<file path="src/rtl/strobe_bank.sv">
// Multi-channel level-to-strobe converter: synchroniser, stability filter,
// edge-mode event detect, retriggerable pulse stretcher, sticky flag and saturating counter.
module strobe_bank #(
    parameter int unsigned         CHANNELS    = 4,
    parameter int unsigned         SYNC_STAGES = 2,
    parameter int unsigned         FILTER_W    = 4,
    parameter int unsigned         PULSE_W     = 4,
    parameter int unsigned         CNT_W       = 8,
    parameter logic [CHANNELS-1:0] INIT_LEVEL  = '0
) (
    input  logic                      clk,
    input  logic                      reset_n,
    input  logic [CHANNELS-1:0]       in,
    input  logic [2*CHANNELS-1:0]     mode,
    input  logic [FILTER_W-1:0]       filter_len,
    input  logic [PULSE_W-1:0]        pulse_len,
    input  logic [CHANNELS-1:0]       sticky_clr,
    output logic [CHANNELS-1:0]       out,
    output logic [CHANNELS-1:0]       level,
    output logic [CHANNELS-1:0]       sticky,
    output logic [CHANNELS*CNT_W-1:0] count
);

    // Terminal values L-1 and P-1, with a programmed 0 behaving as 1.
    logic [FILTER_W-1:0] filt_top;
    logic [PULSE_W-1:0]  pulse_top;

    always_comb begin
        filt_top  = (filter_len == '0) ? '0 : FILTER_W'(filter_len - 1'b1);
        pulse_top = (pulse_len == '0)  ? '0 : PULSE_W'(pulse_len - 1'b1);
    end

    for (genvar ch = 0; ch < int'(CHANNELS); ch++) begin : g_ch
        logic                s;
        logic                f;
        logic [FILTER_W-1:0] c;
        logic [PULSE_W-1:0]  p;
        logic                o;
        logic                stk;
        logic [CNT_W-1:0]    cnt;
        logic                differ;
        logic                upd;
        logic                ev;

        if (SYNC_STAGES == 0) begin : g_bypass
            assign s = in[ch];
        end else begin : g_sync
            logic [SYNC_STAGES-1:0] sync_q;

            always_ff @(posedge clk or negedge reset_n) begin
                if (!reset_n) begin
                    sync_q <= {SYNC_STAGES{INIT_LEVEL[ch]}};
                end else begin
                    sync_q[0] <= in[ch];
                    for (int i = 1; i < int'(SYNC_STAGES); i++) begin
                        sync_q[i] <= sync_q[i-1];
                    end
                end
            end

            assign s = sync_q[SYNC_STAGES-1];
        end

        // A run already at or past a shortened L updates on the next differing cycle.
        always_comb begin
            differ = s ^ f;
            upd    = differ && (c >= filt_top);
            ev     = (mode[2*ch] & upd & s) | (mode[2*ch+1] & upd & ~s);
        end

        always_ff @(posedge clk or negedge reset_n) begin
            if (!reset_n) begin
                f   <= INIT_LEVEL[ch];
                c   <= '0;
                p   <= '0;
                o   <= 1'b0;
                stk <= 1'b0;
                cnt <= '0;
            end else begin
                if (!differ) begin
                    c <= '0;
                end else if (upd) begin
                    f <= s;
                    c <= '0;
                end else begin
                    c <= FILTER_W'(c + 1'b1);
                end

                if (ev) begin
                    p <= pulse_top;
                    o <= 1'b1;
                end else if (p != '0) begin
                    p <= PULSE_W'(p - 1'b1);
                end else begin
                    o <= 1'b0;
                end

                // Set wins over a simultaneous clear.
                if (ev) begin
                    stk <= 1'b1;
                end else if (sticky_clr[ch]) begin
                    stk <= 1'b0;
                end

                if (ev && (cnt != '1)) begin
                    cnt <= CNT_W'(cnt + 1'b1);
                end
            end
        end

        assign out[ch]                   = o;
        assign level[ch]                 = f;
        assign sticky[ch]                = stk;
        assign count[CNT_W*ch +: CNT_W]  = cnt;
    end

endmodule

</file>
<file path="config.mk">
export PLATFORM = sky130hd
export DESIGN_NAME = strobe_bank
export DESIGN_NICKNAME = d
export VERILOG_FILES = /design/src/rtl/strobe_bank.sv
export SDC_FILE = /design/constraint.sdc
export NUM_CORES = 1
export LEC_CHECK = 0
export BUFFER_PORTS_ARGS = -buffer_cell sky130_fd_sc_hd__buf_2
export CORE_AREA = 2 2 101 103
export CTS_CLUSTER_SIZE = 28
export DETAILED_ROUTE_END_ITERATION = 10
export DIE_AREA = 0 0 103 105
export PLACE_DENSITY = 0.74
export SYNTH_ARGS = -nofsm -noshare
export SYNTH_HDL_FRONTEND = slang
export SYNTH_SLANG_ARGS = --single-unit
</file>
<file path="constraint.sdc">
create_clock -name clk -period 5.8 [get_ports clk]
set_input_delay 0.58 -clock clk [delete_from_list [all_inputs] [get_ports clk]]
set_output_delay 0.58 -clock clk [all_outputs]
set_load 0.01 [all_outputs]
</file>
* Word level (Yosys, flattened, before mapping)
Index checks and enable logic that the tools add are counted.
Operators by class: reductions and logical operators 26, bitwise operators 28, multiplexer cells 34, $lt $le $gt $ge 4, equality and inequality tests 8, add/sub/neg operators 14
Operator list (number):
- two-way mux 4 bit | 18
- adder 8 x 1 -> 8 bit, second input constant | 4
- inequality test 8 bit, second input constant | 4
- subtractor 4 x 1 -> 4 bit, second input constant | 6
- adder 4 x 1 -> 4 bit, second input constant | 4
- bitwise AND 1 bit | 16
- >= comparator 4 bit | 4
- two-way mux 1 bit | 16
- nonzero test 2 bit | 8
- nonzero test 4 bit | 4
- logical AND 1 bit | 8
- logical NOT 4 bit | 2
- inequality test 2 bit, second input constant | 4
- AND reduction 2 bit | 4
- inverter 1 bit | 4
- OR 1 bit | 4
- bitwise XOR 1 bit | 4
Storage, ports and cells: output and inout port bits 44, word-level logic and storage cells 142, bits of input ports 26, flip-flop bits (word level) 84

* Longest topological paths before layout
depth in word-level cells 8, depth in mapped cells 10, depth with buffers taken out 9

* Worst setup path before layout
Ideal clock, no wire load.
path kind input -> register, from in filter_len[1], to reg g_ch[3].cnt[4], data required time 5668 ps, setup slack 3352 ps, path buffers 1, stages on the path 10, arrival 2316 ps, library setup time 132 ps, cells stage by stage nor2_1 -> nand2_1 -> mux2_2 -> ha_1 -> o21a_1 -> nor2_1 -> a211o_1 -> buf_2 -> o31ai_1 -> o31ai_1
On the way: cells in the longest elaborated chain, start to end 8, elaborated cells on any way between the ends 11, those cells by class add/sub: 1; order compare: 1; mux: 1; bitwise: 5; reduce/logical: 3
Ends and longest elaborated chain:
- start, declared | RTL line 15 | input logic [FILTER_W-1:0] filter_len,
- subtractor 4 x 1 -> 4 bit / logical NOT 4 bit (equally long branches) | RTL line 29 | filt_top = (filter_len == '0) ? '0 : FILTER_W'(filter_len - 1'b1);
- two-way mux 4 bit (*) | RTL line 29
- >= comparator 4 bit (*) | RTL line 67 | upd = differ && (c >= filt_top);
- logical AND 1 bit (*) | RTL line 67
- bitwise AND 1 bit (2 in a row) | RTL line 68 | ev = (mode[2*ch] & upd & s) | (mode[2*ch+1] & upd & ~s);
- OR 1 bit (*) | RTL line 68
- logical AND 1 bit (*) | RTL line 105 | if (ev && (cnt != '1)) begin
- end signal, assigned | RTL line 106 | cnt <= CNT_W'(cnt + 1'b1);
- end, declared | RTL line 40 | logic [CNT_W-1:0] cnt;
Mark *: on every way between the ends. The rest lies on a longest branch, timed or not. A chain may end at the register's enable or synchronous reset.

* Worst setup path after layout
from in filter_len[1], to reg g_ch[3].cnt[1]
Same word-level chain as after synthesis.

==> flow_summary.json <==
{
  "outcome": "finished, final reports clean",
  "holdCritStartpoint": "in[3]",
  "numCtsBuffers": 9,
  "cts_buffer_depth": 2,
  "synth_seq_cells": 84,
  "max_freq_mhz": 388,
  "p_per_area_mw_per_mm2": 416,
  "cp.required_ns": 6.03,
  "ys_async_sr_fraction": 1.00,
  "viasPerCell": 5.01,
  "holdPathStages": 1,
  "yosysMostFrequentCell": "dfrtp_1",
  "slew_violations": 0,
  "r2r_slack_ns": 3.64,
  "overflow": 0,
  "dr_wl_met3_microns": 260,
  "drcViolationCount": 0,
  "io_pins": 70,
  "min_to": "g_ch[3].g_sync.sync_q[0]$_DFF_PN0_",
  "fp.dieH_microns": 105,
  "nets": 526,
  "postCtsSetupBuffers": 0,
  "post_cts_resize_count": 0,
  "start_util": 0.447,
  "rr_endpoint": "g_ch[3].cnt[1]$_DFFE_PN0P_",
  "power.leakage_nw": 2.46,
  "cts.sink_count": 84,
  "worst_pin_slew_ns": 1.03,
  "postCtsHoldBufs": 0,
  "clockRootBuffer": "clkbuf_8",
  "start_kind": "input port",
  "gr-usage-all-layers": 0.162,
  "grt_pass1_wl_microns": 14000,
  "clk_pin_slew_ns": 0.09,
  "yosysTopAreaCell": "dfrtp_1",
  "multi_input_area_sq_mm": 0.00198,
  "drt-total-wl_microns": 8120,
  "first_global_vias": 3090,
  "skew_ns": 0.00953,
  "rsz0062_at_grt": "false",
  "ys_seq_area_frac": 0.488,
  "cp-end-kind": "flip-flop",
  "worstSetupPathType": "in -> reg",
  "syn_inst": 407,
  "synth_fp_nets": 461,
  "fill_cells": 878,
  "met2_length_microns": 4100,
  "drt_iter0_markers": 114,
  "antenna_cells": 0,
  "r2r_start": "g_ch[3].c[0]$_DFF_PN0_",
  "fin_crit_sh": 0.444,
  "vdd_drop_max_mv": 0.164,
  "synth_common_cells": "dfrtp_1, nor2_1, inv_1",
  "antenna_found_initial": 0,
  "synth_edf_count": 0,
  "netlist_area_sq_mm": 0.00431,
  "drtPass1Iterations": 4,
  "reg2regPathDepth": 6,
  "drive_gt1_frac": 0.216,
  "crit_arrival_ns": 2.81,
  "core_sq_mm": 0.00964,
  "vias": 3053,
  "post-route-min-period_ns": 2.58,
  "ys_types": 45,
  "globalplace.congestion": 0.768,
  "avgSynthCellArea_sq_um": 10.6,
  "wl_per_cell_microns": 13.3,
  "placedInstanceArea_sq_mm": 0.00472,
  "wl_met1_microns": 3630,
  "finalInstanceArea_sq_mm": 0.00494,
  "htreeDepth": 3,
  "tns_ns": 0,
  "maxSlewHeadroom": 0.316,
  "p_total_mw": 2.05,
  "yosys_warnings": 0,
  "yosysTopAreaCellShare": 0.488,
  "highest_layer": "met4",
  "clk_latency_ns": 0.35,
  "finalSetupViolations": 0,
  "min_path_type": "in -> reg",
  "ant_nets": 0,
  "worstPathMaxFanout": 16,
  "dp_hpwl_microns": 5970,
  "dieArea_sq_mm": 0.0108,
  "ys_top_cells_by_area": "dfrtp_1, ha_1, xor2_1, nor2_1, nand3_1",
  "hold_violations": 0,
  "startpoint": "filter_len[1]",
  "floorplan.rows": 36,
  "area_growth_syn_to_layout_pct": 14.6,
  "max-cap-violations": 0,
  "ys.flop_type": "dfrtp_1",
  "seq_area_sq_mm": 0.00210,
  "grt_max_degree": 85,
  "die_w_microns": 103,
  "cts_tree": "built",
  "port_buffers": 69
}
## kinds of logic after synthesis
group	count (synthesis)	share of synthesized area
and+or+nand+nor	134	0.170
buffers and inverters	47	0.0528
AOI/OAI and AO/OA	60	0.0897
adders and majority gates	28	0.0813
muxes	17	0.0427
DFF	84	0.488
xor gates and xnor gates	37	0.0752
## metrics by stage
stage | hold slack, ns | setup slack (ns) | utilization | std cells
6_report | 0.336 | 3.22 | 0.512 | 609
5_1_grt | 0.319 | 3.01 | 0.512 | 609
4_1_cts | 0.320 | 3.21 | 0.512 | 609
3_5_place_dp | 0.336 | 2.85 | 0.489 | 594
3_3_place_gp | 0.334 | 2.86 | 0.489 | 594
2_1_floorplan | 0.284 | 3.35 | - | 407
## area by class of cell
type / count / area share
Inverter: 32 / 0.0243
Sequential cell: 84 / 0.426
Tap cell: 133 / 0.0337
Clock buffer: 10 / 0.0279
Multi-Input combinational cell: 276 / 0.401
Timing Repair Buffer: 69 / 0.0704
Clock inverter: 5 / 0.0172
## power by group
part           internal, mW  switching, mW  total (mW)
Combinational         0.318          0.386       0.704
Sequential            0.746          0.141       0.887
Clock                 0.254          0.208       0.463
Total                  1.32          0.736        2.05
## cells in the final DEF (no fill, tap or decap), drive strengths merged, types with 4 or more instances in the layout
master   n
ha      28
inv     33
nand3   25
nor3    16
xnor2   13
nor2b    7
a22oi    4
nor4     7
buf     69
o21ai   20
a21oi   16
dfrtp   84
nand2   16
nand4    5
xor2    24
o31ai    4
nor3b    8
nor2    38
o21a     5
mux2    11
mux2i    6
clkbuf  10
## worst max-delay path, stage by stage
cell,delay (ns)
buf_2,0.12
nor2_1,0.18
nand2_1,0.07
mux2_2,0.31
ha_1,0.28
o21a_1,0.16
nor2_1,0.15
a211o_1,0.47
nor2_1,0.16
mux2_1,0.33
## registers in the layout, indices dropped and copies added (netlist names)
register / cells
g_ch.stk: 4
g_ch.f: 4
g_ch.p: 16
g_ch.cnt: 32
g_ch.g_sync.sync_q: 8
g_ch.o: 4
g_ch.c: 16
## worst max path at each step
| stage | cells after the start | slack, ns | end |
|---|---|---|---|
| 4_1_cts | 10 | 3.21 | g_ch[3].cnt[1]$_DFFE_PN0P_ |
| 2_1_floorplan | 10 | 3.35 | g_ch[3].cnt[4]$_DFFE_PN0P_ |
| 5_1_grt | 8 | 3.01 | g_ch[2].cnt[1]$_DFFE_PN0P_ |
| 6_report | 10 | 3.22 | g_ch[3].cnt[1]$_DFFE_PN0P_ |
| 3_3_place_gp | 8 | 2.86 | g_ch[2].cnt[1]$_DFFE_PN0P_ |
| 3_5_place_dp | 10 | 2.85 | g_ch[2].cnt[1]$_DFFE_PN0P_ |
## metal layers
| layer | global-route usage | up-vias |
|---|---|---|
| met3 | 0.0301 | 12 |
| met4 | 0.0630 | 0 |
| met1 | 0.203 | 1452 |
| met5 | 0 | - |
| met2 | 0.272 | 54 |
| li1 | - | 1535 |
Note: power is estimated with default switching activity, not from simulation.
